File: src/rtl/pcie_sq_wrr_sched.sv
// pcie_sq_wrr_sched
//   Submission-queue fetch arbiter. Picks one queue whose fetch pointer lags
//   its doorbell tail, using strict priority for the admin queue and weighted
//   round-robin (bursts of weight+1) across the eight IO queues. It then
//   presents one fetch grant (queue id, entry index, host DWORD address) and
//   holds it until the requester acknowledges it.
//
// Ports
//   pcie_user_clk   sole clock
//   pcie_user_rst   synchronous active-high reset
//   sq_valid[8:0]   queue enabled (bit 0 admin, bits 1..8 io_sq1..8)
//   sq_rst_n[8:0]   per-queue soft reset, active-low (clears fetch pointer)
//   sq_size         8 bits per queue, entries-1
//   sq_tail_ptr     8 bits per queue, doorbell tail
//   sq_bs_addr      (C_PCIE_ADDR_WIDTH-2) bits per queue, DWORD base address
//   io_sq_weight    2 bits per IO queue; burst length = weight+1
//   arb_sq_rdy      grant valid
//   sq_qid          granted queue id
//   sq_fetch_ptr    entry index being fetched
//   hcmd_pcie_addr  host DWORD address of that entry
//   sq_hcmd_ack     requester consumed the grant
module pcie_sq_wrr_sched #(
  parameter int C_PCIE_ADDR_WIDTH = 48
) (
  input  logic                                 pcie_user_clk,
  input  logic                                 pcie_user_rst,
  input  logic [8:0]                           sq_valid,
  input  logic [8:0]                           sq_rst_n,
  input  logic [71:0]                          sq_size,
  input  logic [71:0]                          sq_tail_ptr,
  input  logic [9*(C_PCIE_ADDR_WIDTH-2)-1:0]   sq_bs_addr,
  input  logic [15:0]                          io_sq_weight,
  output logic                                 arb_sq_rdy,
  output logic [3:0]                           sq_qid,
  output logic [7:0]                           sq_fetch_ptr,
  output logic [C_PCIE_ADDR_WIDTH-1:2]         hcmd_pcie_addr,
  input  logic                                 sq_hcmd_ack
);

  localparam int AW = C_PCIE_ADDR_WIDTH - 2;

  typedef enum logic [1:0] {
    S_IDLE,
    S_SELECT,
    S_ADDR,
    S_REQ
  } state_t;

  state_t          state_q, state_d;
  logic [7:0]      fptr_q [9];
  logic [8:0]      pending;
  logic [3:0]      sel_q, sel_d;     // queue chosen in SELECT
  logic            rot_q, rot_d;     // chosen by rotation (new burst)
  logic [3:0]      last_q, last_d;   // last IO queue that completed a grant
  logic [2:0]      burst_q, burst_d; // grants completed in the current burst
  logic            rdy_q, rdy_d;
  logic [3:0]      qid_q, qid_d;
  logic [7:0]      ptr_q, ptr_d;
  logic [AW-1:0]   addr_q, addr_d;
  logic            ack_take;

  logic [1:0]      w_last;
  logic            rr_found;
  logic [3:0]      rr_q;
  logic [7:0]      sel_fptr;
  logic [AW-1:0]   sel_base;
  logic            sel_ok;

  always_comb begin
    for (int unsigned i = 0; i < 9; i++) begin
      pending[i] = sq_valid[i] & sq_rst_n[i] & (fptr_q[i] != sq_tail_ptr[8*i +: 8]);
    end
  end

  always_comb begin
    w_last = '0;
    for (int unsigned k = 1; k <= 8; k++) begin
      if (last_q == 4'(k)) w_last = io_sq_weight[2*(k-1) +: 2];
    end
  end

  // Rotation scans the eight IO queues starting just after last_q; last_q
  // itself is the final candidate so a lone pending queue still gets a burst.
  always_comb begin
    int unsigned cand;
    cand     = 0;
    rr_found = 1'b0;
    rr_q     = '0;
    for (int unsigned k = 1; k <= 8; k++) begin
      cand = ((32'(last_q) + k - 1) % 8) + 1;
      if (!rr_found && pending[cand[3:0]]) begin
        rr_found = 1'b1;
        rr_q     = cand[3:0];
      end
    end
  end

  always_comb begin
    sel_fptr = '0;
    sel_base = '0;
    for (int unsigned i = 0; i < 9; i++) begin
      if (sel_q == 4'(i)) begin
        sel_fptr = fptr_q[i];
        sel_base = sq_bs_addr[AW*i +: AW];
      end
    end
  end

  assign sel_ok = sq_valid[sel_q] & sq_rst_n[sel_q];

  always_comb begin
    state_d  = state_q;
    sel_d    = sel_q;
    rot_d    = rot_q;
    last_d   = last_q;
    burst_d  = burst_q;
    rdy_d    = rdy_q;
    qid_d    = qid_q;
    ptr_d    = ptr_q;
    addr_d   = addr_q;
    ack_take = 1'b0;
    unique case (state_q)
      S_IDLE: begin
        if (|pending) state_d = S_SELECT;
      end
      S_SELECT: begin
        state_d = S_ADDR;
        if (pending[0]) begin
          sel_d = 4'd0;
          rot_d = 1'b0;
        end else if (pending[last_q] && (burst_q <= {1'b0, w_last})) begin
          sel_d = last_q;
          rot_d = 1'b0;
        end else if (rr_found) begin
          sel_d = rr_q;
          rot_d = 1'b1;
        end else begin
          state_d = S_IDLE;
        end
      end
      S_ADDR: begin
        if (!sel_ok) begin
          state_d = S_IDLE;
        end else begin
          qid_d   = sel_q;
          ptr_d   = sel_fptr;
          addr_d  = sel_base + AW'({sel_fptr, 4'b0000});
          rdy_d   = 1'b1;
          state_d = S_REQ;
        end
      end
      S_REQ: begin
        if (!sel_ok) begin
          rdy_d   = 1'b0;
          state_d = S_IDLE;
        end else if (sq_hcmd_ack) begin
          ack_take = 1'b1;
          rdy_d    = 1'b0;
          state_d  = S_IDLE;
          // Burst bookkeeping is committed only on a completed grant, so a
          // dropped grant leaves the round-robin position untouched.
          if (sel_q != 4'd0) begin
            last_d  = sel_q;
            burst_d = rot_q ? 3'd1 : burst_q + 3'd1;
          end
        end
      end
      default: state_d = S_IDLE;
    endcase
  end

  always_ff @(posedge pcie_user_clk) begin
    if (pcie_user_rst) begin
      state_q <= S_IDLE;
      sel_q   <= '0;
      rot_q   <= 1'b0;
      last_q  <= 4'd8;
      burst_q <= '0;
      rdy_q   <= 1'b0;
      qid_q   <= '0;
      ptr_q   <= '0;
      addr_q  <= '0;
    end else begin
      state_q <= state_d;
      sel_q   <= sel_d;
      rot_q   <= rot_d;
      last_q  <= last_d;
      burst_q <= burst_d;
      rdy_q   <= rdy_d;
      qid_q   <= qid_d;
      ptr_q   <= ptr_d;
      addr_q  <= addr_d;
    end
  end

  always_ff @(posedge pcie_user_clk) begin
    for (int unsigned i = 0; i < 9; i++) begin
      if (pcie_user_rst || !sq_rst_n[i]) begin
        fptr_q[i] <= '0;
      end else if (ack_take && (sel_q == 4'(i))) begin
        fptr_q[i] <= (fptr_q[i] == sq_size[8*i +: 8]) ? '0 : fptr_q[i] + 8'd1;
      end
    end
  end

  assign arb_sq_rdy     = rdy_q;
  assign sq_qid         = qid_q;
  assign sq_fetch_ptr   = ptr_q;
  assign hcmd_pcie_addr = addr_q;

endmodule

File: config.mk
export PLATFORM = sky130hd
export DESIGN_NAME = pcie_sq_wrr_sched
export DESIGN_NICKNAME = d
export VERILOG_FILES = /design/src/rtl/pcie_sq_wrr_sched.sv
export SDC_FILE = /design/constraint.sdc
export NUM_CORES = 1
export LEC_CHECK = 0
export CORE_AREA = 2 2 256 258
export DETAILED_ROUTE_END_ITERATION = 10
export DIE_AREA = 0 0 258 260
export GPL_TIMING_DRIVEN = 0
export SYNTH_ARGS = -nofsm -noshare
export SYNTH_HDL_FRONTEND = slang
export SYNTH_SLANG_ARGS = --single-unit
export TNS_END_PERCENT = 20
File: constraint.sdc
create_clock -name pcie_user_clk -period 7.02 [get_ports pcie_user_clk]
set_input_delay 1.755 -clock pcie_user_clk [delete_from_list [all_inputs] [get_ports pcie_user_clk]]
set_output_delay 1.755 -clock pcie_user_clk [all_outputs]
set_load 0.05 [all_outputs]
# Word-level counts from Yosys, hierarchy flattened
# Memory sizes are Yosys's and may differ from the RTL's.
# Cells that the tools add are included.
# op_classes
magnitude_cmp	11
n_mux	149
div	0
addsub	35
n_reduce_logical	53
multipliers	0
n_shift	0
bitwise_logic	28
n_eq_ne	40
# op_table
op	n
2-to-1 mux 46 bit	9
2-to-1 mux 8 bit	27
2-to-1 mux 1 bit	73
adder 8 x 1 -> 8 bit, second input constant	9
== test 8 bit	9
!= test 8 bit	9
less-than comparator 4 x 5 -> 1 bit, second input constant	10
adder 46 x 12 -> 46 bit	1
binary-select mux 1 bit (select 4 bit)	11
2-to-1 mux 4 bit	11
adder 3 x 1 -> 4 bit, second input constant	8
== test 4 x 3 -> 1 bit, second input constant	8
2-to-1 mux 2 bit	15
subtractor 3 x 1 -> 3 bit, second input constant	8
bitwise AND 1 bit	19
logical AND 1 bit	17
== test 4 x 2 -> 1 bit, second input constant	4
logical NOT 1 bit	16
adder 3 bit, second input constant	4
adder 3 x 1 -> 3 bit, second input constant	3
logical OR 1 bit	9
OR 1 bit	9
OR reduction 9 bit	1
== test 4 x 1 -> 1 bit, second input constant	2
18 further kinds	24
# totals
latchBits	0
mem_bits_ro	0
elab_cells	326
in_bits	595
regBits	73
out_inout_bits	59
mem_count	1
ram_bits	72
# mem_list
name	depth	word_bits	read_ports	rd_clocked_by_memory_dff	wr	line_no	text
fptr_q	9	8	9	0	9	50	logic [7:0] fptr_q [9];

# Longest topological paths before layout
# Gate-level depths: netlist of run 1.
# depth
depth_word	31
depth_mapped	26
depth_no_buf	24

# Worst setup path after synthesis of run 1
# Ideal clock, no wire load.
# synth_timing
path_type	register -> register
startpoint	register sel_q[1]
endpoint	register addr_q[36], in the netlist hcmd_pcie_addr[38]
required_ns	6.900
synth_period_minus_slack_ns	4.984
stages_incl_launch_ff	24
n_path_buf	8
setup_ns	0.120
arrival_time_ns	4.864
setup_slack_ns	2.036
cell_sequence	dfxtp_1 -> buf_2 -> buf_4 -> nor4b_4 -> buf_2 -> buf_2 -> buf_1 -> clkbuf_1 -> clkbuf_1 -> a221o_1 -> ha_1 -> fa_1 -> a21o_1 -> a21oi_1 -> o21bai_1 -> a21oi_1 -> o21ai_0 -> nand3_1 -> nor3_1 -> and3_1 -> buf_2 -> nand4_1 -> and3_1 -> a211o_1
# synth_between
elab_chain_cells	11
elab_cells_between_ends	34
cone_classes	add/sub (1); eq/ne (8); mux (22); bitwise (1); reduce/logical (2)
# synth_rtl
element	line_no	text
from (decl)	52	logic [3:0] sel_q, sel_d;
from (signal assigned)	185	sel_q <= sel_d;
logical NOT 4 bit	102	if (sel_q == 4'(i)) begin
2-to-1 mux 46 bit or 2-to-1 mux 8 bit (tied branches) (9 in a row)	102	
adder 46 x 12 -> 46 bit	147	addr_d = sel_base + AW'({sel_fptr, 4'b0000});
to (signal assigned)	192	addr_q <= addr_d;
to (decl)	59	logic [AW-1:0] addr_q, addr_d;
# Parallel ways exist; a longest one is shown, timed or not. The select of a mux whose other input is x is not followed.
# A chain may end at the register's enable or synchronous reset.

# Final worst setup path of run 1
# layout_timing
startpoint	register sel_q[2]
endpoint	register addr_q[43], in the netlist hcmd_pcie_addr[45]
# The elaborated chain is that of the path after synthesis.

==> flow_summary.json, run 1 <==
{
  "outcome": "finished clean",
  "route.detailed.drc": 0,
  "synth_top_family_by_area": "simple AND/OR/NAND/NOR gates",
  "grt.total_usage_pct": 31.2,
  "path_clk_slew_ns": 0.06,
  "core_area_um2": 64100,
  "clock.fmax_ghz": 0.148,
  "rsz0062_at_grt": "no",
  "clock_skew_ns": 0.0213,
  "drtPass1Iterations": 6,
  "setup.worst_path.start_class": "flop",
  "dieWidth_um": 258,
  "yosysTopAreaCell": "edfxtp_1",
  "dpl_cell_area_um2": 22200,
  "synth-xor-area-share_pct": 14.1,
  "critPathCaptureType": "flop",
  "synth_top_area_share_pct": 14.8,
  "io_pins": 654,
  "synthMuxAreaShare_pct": 7.46,
  "pwr-share-seq_pct": 28.6,
  "antenna_found_initial": 43,
  "p_sw_share_pct": 36.6,
  "synth-async-reset-ratio_pct": 0,
  "synth-simple-area-share_pct": 22.9,
  "drt-total-wl_mm": 108,
  "grt_max_degree": 20,
  "maxCapViolations": 0,
  "grt_pass1_vias": 18300,
  "syn2layout_area_growth_pct": 57.6,
  "ir_drop_uv": 166,
  "num-fill-cells": 6627,
  "final_nets": 3091,
  "syn_area_per_cell_um2": 8.14,
  "worst-setup-path-type": "reg2reg",
  "p_per_area_nw_per_um2": 145,
  "synth-main-ff-cell": "dfxtp_1",
  "yosysSeqAreaShare_pct": 24.8,
  "fin_setup_tns_ns": 0,
  "maxSlewViolCount": 0,
  "setup_viol_count_final": 0,
  "tightest_slew_ns": 1.33,
  "synth_compound_area_share_pct": 22.8,
  "syn_area_um2": 14600,
  "final_area_um2": 23000,
  "root_buffer": "clkbuf_16",
  "rr_worst_depth": 16,
  "initial_core_util_pct": 22.8,
  "drtIter0Drc": 1857,
  "required_ns": 7.37,
  "post-route-min-period_ns": 6.74,
  "clock_tree.buffer_depth": 2,
  "overflow": 0,
  "routabilityCongestion": 1.05,
  "ctsHoldBuffers": 0,
  "p_sw_uw": 1230,
  "htreeDepth": 4,
  "leakage_uw": 0.00801,
  "dr_total_vias": 18300,
  "clkLatencyLatePin_ns": 0.49,
  "layout-drive-gt1-share_pct": 7.38,
  "cts.sinks": 145,
  "power_frac_clock_pct": 29.3,
  "grt_first_pass_wirelength_mm": 145,
  "synth_cells": 1795,
  "yosys.area_share.adder_pct": 2.54,
  "die_h_um": 260,
  "comb_power_share_pct": 42.1,
  "syn_nets": 2419,
  "synth_edf_count": 72,
  "place_hpwl_mm": 91.8,
  "wire_per_inst_um": 32.2,
  "slew_headroom_pct": 10.7,
  "path_max_fanout": 10,
  "cp.arrival_ns": 7.10,
  "vias_per_cell": 5.45,
  "min_period_over_period_pct": 96.1,
  "rows": 93,
  "dieArea_um2": 67100,
  "instances_no_fill": 3362,
  "ant_nets": 0,
  "whs_path_depth": 2,
  "dp.cells": 3303,
  "cts_tree": "built",
  "p_int_uw": 2120,
  "port_buffers": 653,
  "hold_viol": 0,
  "yosysWarnings": 0,
  "ys_ff_latch": 145,
  "cts_made_buffers": 17,
  "ys_top_cells_by_area": "edfxtp_1, dfxtp_1, xor2_1",
  "holdCritPathClass": "reg2reg",
  "synth.distinct_cells": 97
}
-- placed cells by master (no fill, tap or decap), types with 17 or more instances in the layout --
| cell | n |
|---|---|
| a211oi_1 | 27 |
| a21oi_1 | 92 |
| a221o_1 | 17 |
| a22oi_1 | 82 |
| a31oi_1 | 17 |
| and3_1 | 23 |
| buf_2 | 42 |
| clkbuf_1 | 67 |
| clkbuf_16 | 19 |
| clkdlybuf4s50_1 | 653 |
| dfxtp_1 | 73 |
| diode_2 | 28 |
| edfxtp_1 | 72 |
| ha_1 | 28 |
| inv_1 | 28 |
| mux2i_1 | 37 |
| mux4_2 | 23 |
| nand2_1 | 168 |
| nand3_1 | 83 |
| nand4_1 | 33 |
| nor2_1 | 197 |
| nor3_1 | 40 |
| o21ai_0 | 71 |
| xnor2_1 | 107 |
| xor2_1 | 124 |
-- cells by family after synthesis --
group / count (synthesis)
simple gates: 664
compound gates: 468
xor+xnor: 233
buf+inv: 181
flops: 145
mux: 75
fa+ha+maj: 29
-- critical path: stages (launching register included) --
cell and delay, ns:
dfxtp_1 0.45, buf_4 0.23, or4b_2 0.13, clkbuf_1 0.58
clkbuf_1 0.54, clkbuf_1 0.66, clkbuf_1 0.75, a31oi_1 0.41
ha_1 0.49, o21a_1 0.26, o22ai_1 0.14, nand4b_1 0.39
nor4_4 0.46, nand3_1 0.37, or4_1 0.51, nand3_1 0.14
a21oi_1 0.08
-- routing by layer --
| layer | up-vias | part of all wire [%] | wire length, um | GRT usage [%] |
|---|---|---|---|---|
| li1 | 8084 | - | - | - |
| met1 | 8949 | 36 | 39400 | 34.1 |
| met2 | 1032 | 50 | 54000 | 55.9 |
| met3 | 235 | 7.5 | 8060 | 6.65 |
| met4 | 20 | 6.0 | 6500 | 17.5 |
| met5 | - | 0.14 | 149 | 0 |
-- power groups by stage --
stage	clock [uW]	combinational [uW]	sequential (uW)
floorplan	0	605	997
global placement	0	1380	973
detailed placement	0	1380	975
CTS	985	1400	957
global route	1010	1480	960
finish	980	1410	957
-- registers in the layout (all words and copies together) (netlist names) --
name and flops:
fptr_q 72, hcmd_pcie_addr 46, sq_fetch_ptr 8, last_q 4
sel_q 4, sq_qid 4, burst_q 3, state_q 2
arb_sq_rdy 1, rot_q 1
-- path summary, 6_finish.rpt --
check                     startpoint                 end  slack, ns
setup / recovery            sel_q[2]  hcmd_pcie_addr[45]       0.28
hold / removal    hcmd_pcie_addr[45]  hcmd_pcie_addr[45]       0.46
setup reg to reg            sel_q[2]  hcmd_pcie_addr[45]       0.28
hold reg to reg   hcmd_pcie_addr[45]  hcmd_pcie_addr[45]       0.46
-- cells in the mapped netlist, drive strengths merged, types with 12 or more instances --
cell	number
a221o	17
a222oi	15
nand3	83
nor2	198
or3	12
o21ai	75
a221oi	12
and3	23
clkbuf	79
inv	31
nor4	28
xor2	126
nand2b	12
a211oi	28
dfxtp	73
ha	28
edfxtp	72
a31oi	17
mux2	12
nor3	41
xnor2	107
nand2	169
mux2i	38
a21oi	96
mux4	25
nand3b	12
a22oi	82
nand4	33
a41oi	12
buf	70
-- cell type report --
class / instances / area (um2) / share of cell area [%]
clock buffers: 21 / 483 / 2.10
plain buffers: 147 / 711 / 3.09
clock inverters: 10 / 123 / 0.533
well taps: 855 / 1070 / 4.65
diodes: 28 / 70.1 / 0.304
flip-flops and latches: 145 / 3620 / 15.7
multi-input cells: 1469 / 10300 / 44.6
inverters: 32 / 120 / 0.522
repair buffers: 655 / 6550 / 28.5
-- through the flow --
stage / util (%) / total power, uW / hold WS, ns / setup WS (ns)
global route: 35.8 / 3450 / 0.475 / 0.0269
finish: 35.9 / 3350 / 0.456 / 0.275
global placement: 34.6 / 2350 / 0.446 / -0.993
CTS: 35.7 / 3340 / 0.457 / 0.0294
detailed placement: 34.7 / 2360 / 0.449 / -0.935
floorplan: - / 1600 / 0.453 / 2.04
-- timing repair --
action / 4_1_cts / 5_1_grt
endpoints found under the setup margin: 30 / 22
pin swaps: 1 / 0
gates resized for setup: 20 / 18
buffers inserted: 1 / 1
Note: power is estimated with default switching activity, not from simulation.
==> run 2, diff against run 1 <==
- clock period: 7.02 -> 5.8 ns (I/O delays scaled with it)
==> flow_summary.json, run 2 (synthesis results as in run 1) <==
{
  "outcome": "finished clean",
  "grt.total_usage_pct": 31.3,
  "grt_pass1_vias": 18300,
  "dieWidth_um": 258,
  "leakage_uw": 0.00810,
  "vias_per_cell": 5.45,
  "top_register": "fptr_q",
  "ir_drop_uv": 200,
  "critical_path.startpoint": "sel_q[2]",
  "routabilityCongestion": 1.05,
  "dpl_cell_area_um2": 22200,
  "clock_tree.buffer_depth": 2,
  "fin_setup_tns_ns": 0,
  "overflow": 0,
  "setup_viol_count_final": 0,
  "worst-setup-path-type": "reg2reg",
  "drtPass1Iterations": 8,
  "path_buf_inv": 5,
  "dieArea_um2": 67100,
  "critical-path-top-delay-family": "simple AND/OR/NAND/NOR gates",
  "critPathSlowestCell": "or4b_2",
  "cp.arrival_ns": 5.96,
  "critPathMaxStageDelay_ns": 0.85,
  "clkLatencyLatePin_ns": 0.49,
  "maxSlewViolCount": 0,
  "cts_tree": "built",
  "dr_total_vias": 18300,
  "grt_first_pass_wirelength_mm": 145,
  "p_int_uw": 2590,
  "initial_core_util_pct": 22.8,
  "p_sw_share_pct": 36.6,
  "cts_made_buffers": 17,
  "maxCapViolations": 0,
  "post-route-min-period_ns": 5.62,
  "path_clk_slew_ns": 0.06,
  "required_ns": 6.15,
  "whs_path_depth": 2,
  "power_frac_clock_pct": 29.0,
  "final_common_cell": "clkdlybuf4s50_1",
  "wire_per_inst_um": 32.2,
  "route.detailed.drc": 0,
  "root_buffer": "clkbuf_16",
  "tightest_slew_ns": 1.30,
  "cp.depth": 15,
  "clock_skew_ns": 0.0155,
  "final_nets": 3098,
  "p_sw_uw": 1500,
  "final_area_um2": 23200,
  "critPathCaptureType": "flop",
  "setup_ws_ns": 0.182,
  "p_per_area_nw_per_um2": 176,
  "crit_chain": "buf_4 -> or4b_2 -> clkbuf_1 -> clkbuf_2 -> clkbuf_2 -> a31oi_1 -> ha_1 -> inv_1 -> o21ai_2 -> nand4b_1 -> nor4_4 -> nand3_2 -> or4_1 -> nand3_1 -> a21oi_1",
  "rows": 93,
  "core_area_um2": 64100,
  "setup.worst_path.start_class": "flop",
  "hold_viol": 0,
  "largest_register_ffs": 72,
  "path_max_fanout": 10,
  "min_period_over_period_pct": 96.9,
  "syn2layout_area_growth_pct": 59.1,
  "htreeDepth": 4,
  "pwr-share-seq_pct": 28.4,
  "port_buffers": 653,
  "layout-drive-gt1-share_pct": 8.77,
  "die_h_um": 260,
  "r2r-start": "sel_q[2]",
  "slew_headroom_pct": 12.6,
  "min-delay-start": "hcmd_pcie_addr[45]",
  "holdWs_ns": 0.457,
  "holdCritPathClass": "reg2reg",
  "mostFrequentLayoutCells": "clkdlybuf4s50_1, nor2_1, nand2_1",
  "crit_path_frequent_cell": "clkbuf_2",
  "io_pins": 654,
  "drtIter0Drc": 1809,
  "ant_nets": 0,
  "detailedPlace.worstSlack_ns": -2.16,
  "rr_worst_depth": 15,
  "clock.fmax_ghz": 0.178,
  "antenna_found_initial": 43,
  "place_hpwl_mm": 91.8,
  "drt-total-wl_mm": 108,
  "grt_max_degree": 20,
  "comb_power_share_pct": 42.6,
  "cts.sinks": 145
}
-- run 2: cell types whose count changed in the layout (fill, tap and decap cells not counted), moves of 3 or more --
cell	change
clkbuf_2	-3
diode_2	-6
clkbuf_4	+9
clkbuf_1	-9
buf_4	+22
clkdlybuf4s15_2	-3
buf_2	-13
buf_1	-3
buf_6	+4
-- run 2: worst reg2reg max path, stage by stage, from the launching register on --
cell and delay [ns]:
dfxtp_1 0.37, buf_4 0.21, or4b_2 0.85, clkbuf_1 0.38, clkbuf_2 0.39, clkbuf_2 0.39
a31oi_1 0.54, ha_1 0.27, inv_1 0.08, o21ai_2 0.29, nand4b_1 0.30, nor4_4 0.47
nand3_2 0.25, or4_1 0.47, nand3_1 0.15, a21oi_1 0.08
-- run 2: area by class of cell --
class,count,area (um2)
clock buffers,21,483
multi-input cells,1469,10300
clock inverters,10,123
flip-flops and latches,145,3620
well taps,855,1070
fillers,6608,40900
inverters,32,120
diodes,22,55.1
repair buffers,669,6660
plain buffers,140,768
-- run 2: power by group through the flow --
stage | Combinational, uW | Sequential (uW) | Clock [uW]
after CTS | 1710 | 1160 | 1190
after global routing | 1820 | 1160 | 1230
after floorplan | 732 | 1210 | 0
final | 1740 | 1160 | 1190
after global placement | 1670 | 1180 | 0
after detailed placement | 1670 | 1180 | 0
-- run 2: final timing paths --
| path | slack, ns | to |
|---|---|---|
| worst min-delay path | 0.46 | hcmd_pcie_addr[45] |
| worst max-delay path | 0.18 | hcmd_pcie_addr[45] |
| worst max register to register | 0.18 | hcmd_pcie_addr[45] |
| worst min register to register | 0.46 | hcmd_pcie_addr[45] |
-- run 2: routing by layer --
metal / wire length [um] / vias to the layer above / share of wire, % / GRT usage, %
met5: 180 / - / 0.17 / 0
met4: 6240 / 26 / 5.8 / 16.8
met3: 8490 / 237 / 7.8 / 7.51
met2: 54100 / 1053 / 50 / 56.0
met1: 39400 / 8942 / 36 / 34.1
li1: - / 8087 / - / -
-- run 2: metrics by stage --
step | util, % | total power [uW] | std cells
global route | 36.2 | 4210 | 3355
CTS | 35.9 | 4060 | 3335
detailed placement | 34.7 | 2850 | 3303
finish | 36.2 | 4080 | 3363
floorplan | - | 1940 | 1795
global placement | 34.6 | 2850 | 3303
-- run 2: repair_timing --
item                                    4_1_cts  5_1_grt
pin swaps                                     3        5
gates resized for setup                      69       29
hold buffers                                  0        0
buffers inserted                              7        9
endpoints found under the setup margin       37       28
==> run 3, diff against run 2 <==
- RECOVER_POWER: unset -> 25
- SETUP_SLACK_MARGIN: unset -> 0.3
==> flow_summary.json, run 3 (synthesis results as in run 1) <==
{
  "critPathCaptureType": "flop",
  "io_pins": 654,
  "clkLatencyLatePin_ns": 0.49,
  "htreeDepth": 4,
  "post-route-min-period_ns": 5.53,
  "vias_per_cell": 5.47,
  "final_common_cell": "clkdlybuf4s50_1",
  "grt.total_usage_pct": 31.4,
  "dr_total_vias": 18500,
  "routabilityCongestion": 1.05,
  "worst-setup-path-type": "in2reg",
  "port_buffers": 653,
  "largest_register_ffs": 72,
  "outcome": "finished clean",
  "die_h_um": 260,
  "clock_tree.buffer_depth": 2,
  "mostFrequentLayoutCells": "clkdlybuf4s50_1, nor2_1, nand2_1",
  "setup_ws_ns": 0.270,
  "postLayoutCoreUtil_pct": 36.6,
  "required_ns": 6.20,
  "syn2layout_area_growth_pct": 60.9,
  "clock.fmax_ghz": 0.181,
  "antenna_found_initial": 42,
  "rr_worst_depth": 15,
  "dieArea_um2": 67100,
  "top_register": "fptr_q",
  "grt_first_pass_wirelength_mm": 146,
  "rows": 93,
  "rsz0062_at_grt": "yes",
  "drt-total-wl_mm": 109,
  "overflow": 0,
  "min_period_over_period_pct": 95.3,
  "fin_setup_tns_ns": 0,
  "initial_core_util_pct": 22.8,
  "r2r-start": "sel_q[2]",
  "endpoint": "sel_q[0]",
  "cts.sinks": 145,
  "drtPass1Iterations": 8,
  "final_nets": 3113,
  "ir_drop_uv": 200,
  "multi_input_area_um2": 10400,
  "wire_per_inst_um": 32.2,
  "tightest_slew_ns": 1.19,
  "leakage_uw": 0.00842,
  "critical_path.startpoint": "sq_tail_ptr[51]",
  "drtIter0Drc": 1947,
  "num-fill-cells": 6597,
  "grt_pass1_vias": 18500,
  "ctsHoldBuffers": 0,
  "maxCapViolations": 0,
  "layout-drive-gt1-share_pct": 9.68,
  "dieWidth_um": 258,
  "detailedPlace.worstSlack_ns": -2.16,
  "setup.worst_path.start_class": "input port",
  "grt_max_degree": 17,
  "holdCritPathClass": "reg2reg",
  "holdWs_ns": 0.454,
  "maxSlewViolCount": 0,
  "cts_tree": "built",
  "root_buffer": "clkbuf_16",
  "hold_viol": 0,
  "r2r_slack_ns": 0.28,
  "route.detailed.drc": 0,
  "path_clk_slew_ns": 0.06,
  "r2r-end": "hcmd_pcie_addr[35]",
  "cp.arrival_ns": 5.93,
  "seq_area_um2": 3620,
  "path_max_fanout": 7,
  "core_area_um2": 64100,
  "setup_viol_count_final": 0,
  "p_per_area_nw_per_um2": 175,
  "place_hpwl_mm": 91.8,
  "ant_nets": 0,
  "cts_made_buffers": 17,
  "clock_skew_ns": 0.0162,
  "slew_headroom_pct": 20.5
}
run 3: changes by cell type in the layout (fill, tap and decap cells not counted), moves of 4 or more:
cell,previous run,this run
buf_6,11,22
diode_2,22,26
clkdlybuf4s50_1,653,592
buf_8,0,4
dlygate4sd3_1,0,61
buf_4,26,32
run 3: final cells by class:
| cell class | count | area share [%] |
|---|---|---|
| Antenna cell | 26 | 0.277 |
| Buffer | 148 | 3.79 |
| Clock buffer | 21 | 2.06 |
| Clock inverter | 10 | 0.522 |
| Inverter | 32 | 0.511 |
| Multi-Input combinational cell | 1469 | 44.3 |
| Sequential cell | 145 | 15.4 |
| Tap cell | 855 | 4.55 |
| Timing Repair Buffer | 676 | 28.6 |
run 3: how the worst min path moves through the flow:
| stage | cells past startpoint | to | slack [ns] | startpoint |
|---|---|---|---|---|
| floorplan | 2 | burst_q[2] | 0.45 | burst_q[2] |
| global placement | 2 | hcmd_pcie_addr[11] | 0.45 | hcmd_pcie_addr[11] |
| detailed placement | 2 | hcmd_pcie_addr[45] | 0.45 | hcmd_pcie_addr[45] |
| CTS | 2 | hcmd_pcie_addr[45] | 0.46 | hcmd_pcie_addr[45] |
| global route | 2 | hcmd_pcie_addr[13] | 0.47 | hcmd_pcie_addr[13] |
| finish | 2 | hcmd_pcie_addr[45] | 0.45 | hcmd_pcie_addr[45] |
run 3: metrics by stage:
stage                     area (um2)  instances  total power [uW]
after floorplan                14600       1795              1940
after global placement         22200       3303              2850
after detailed placement       22200       3303              2850
after CTS                      23200       3345              4080
after global routing           23500       3369              4240
final                          23500       3382              4110
run 3: report_power, final:
group	switching (uW)	total, uW	internal (uW)
Clock	499	1190	686
Combinational	962	1760	803
Sequential	47.0	1160	1110
Total	1510	4110	2600
run 3: worst max-delay path, cell delays in order:
cell and delay (ns):
dlygate4sd3_1 0.63, xor2_1 0.19, nor4_1 0.77, a21oi_1 0.47, mux2i_1 0.51, o311ai_0 0.18
mux2i_1 0.38, nand3_1 0.25, o41a_1 0.56, and2_1 0.19, a41o_1 0.23, o22ai_1 0.11
run 3: what timing repair did:
action / CTS / global route
endpoints found under the hold margin: 0 / 0
setup buffers: 12 / 11
endpoints found under the setup margin: 44 / 29
pin swaps: 7 / 12
resized for setup: 112 / 47
run 3: per-layer routing:
metal / vias to the layer above / track usage [%] / wire, um
li1: 8122 / - / -
met1: 9042 / 34.5 / 39500
met2: 1079 / 56.1 / 54300
met3: 233 / 6.68 / 8200
met4: 20 / 17.7 / 6610
met5: - / 0 / 132
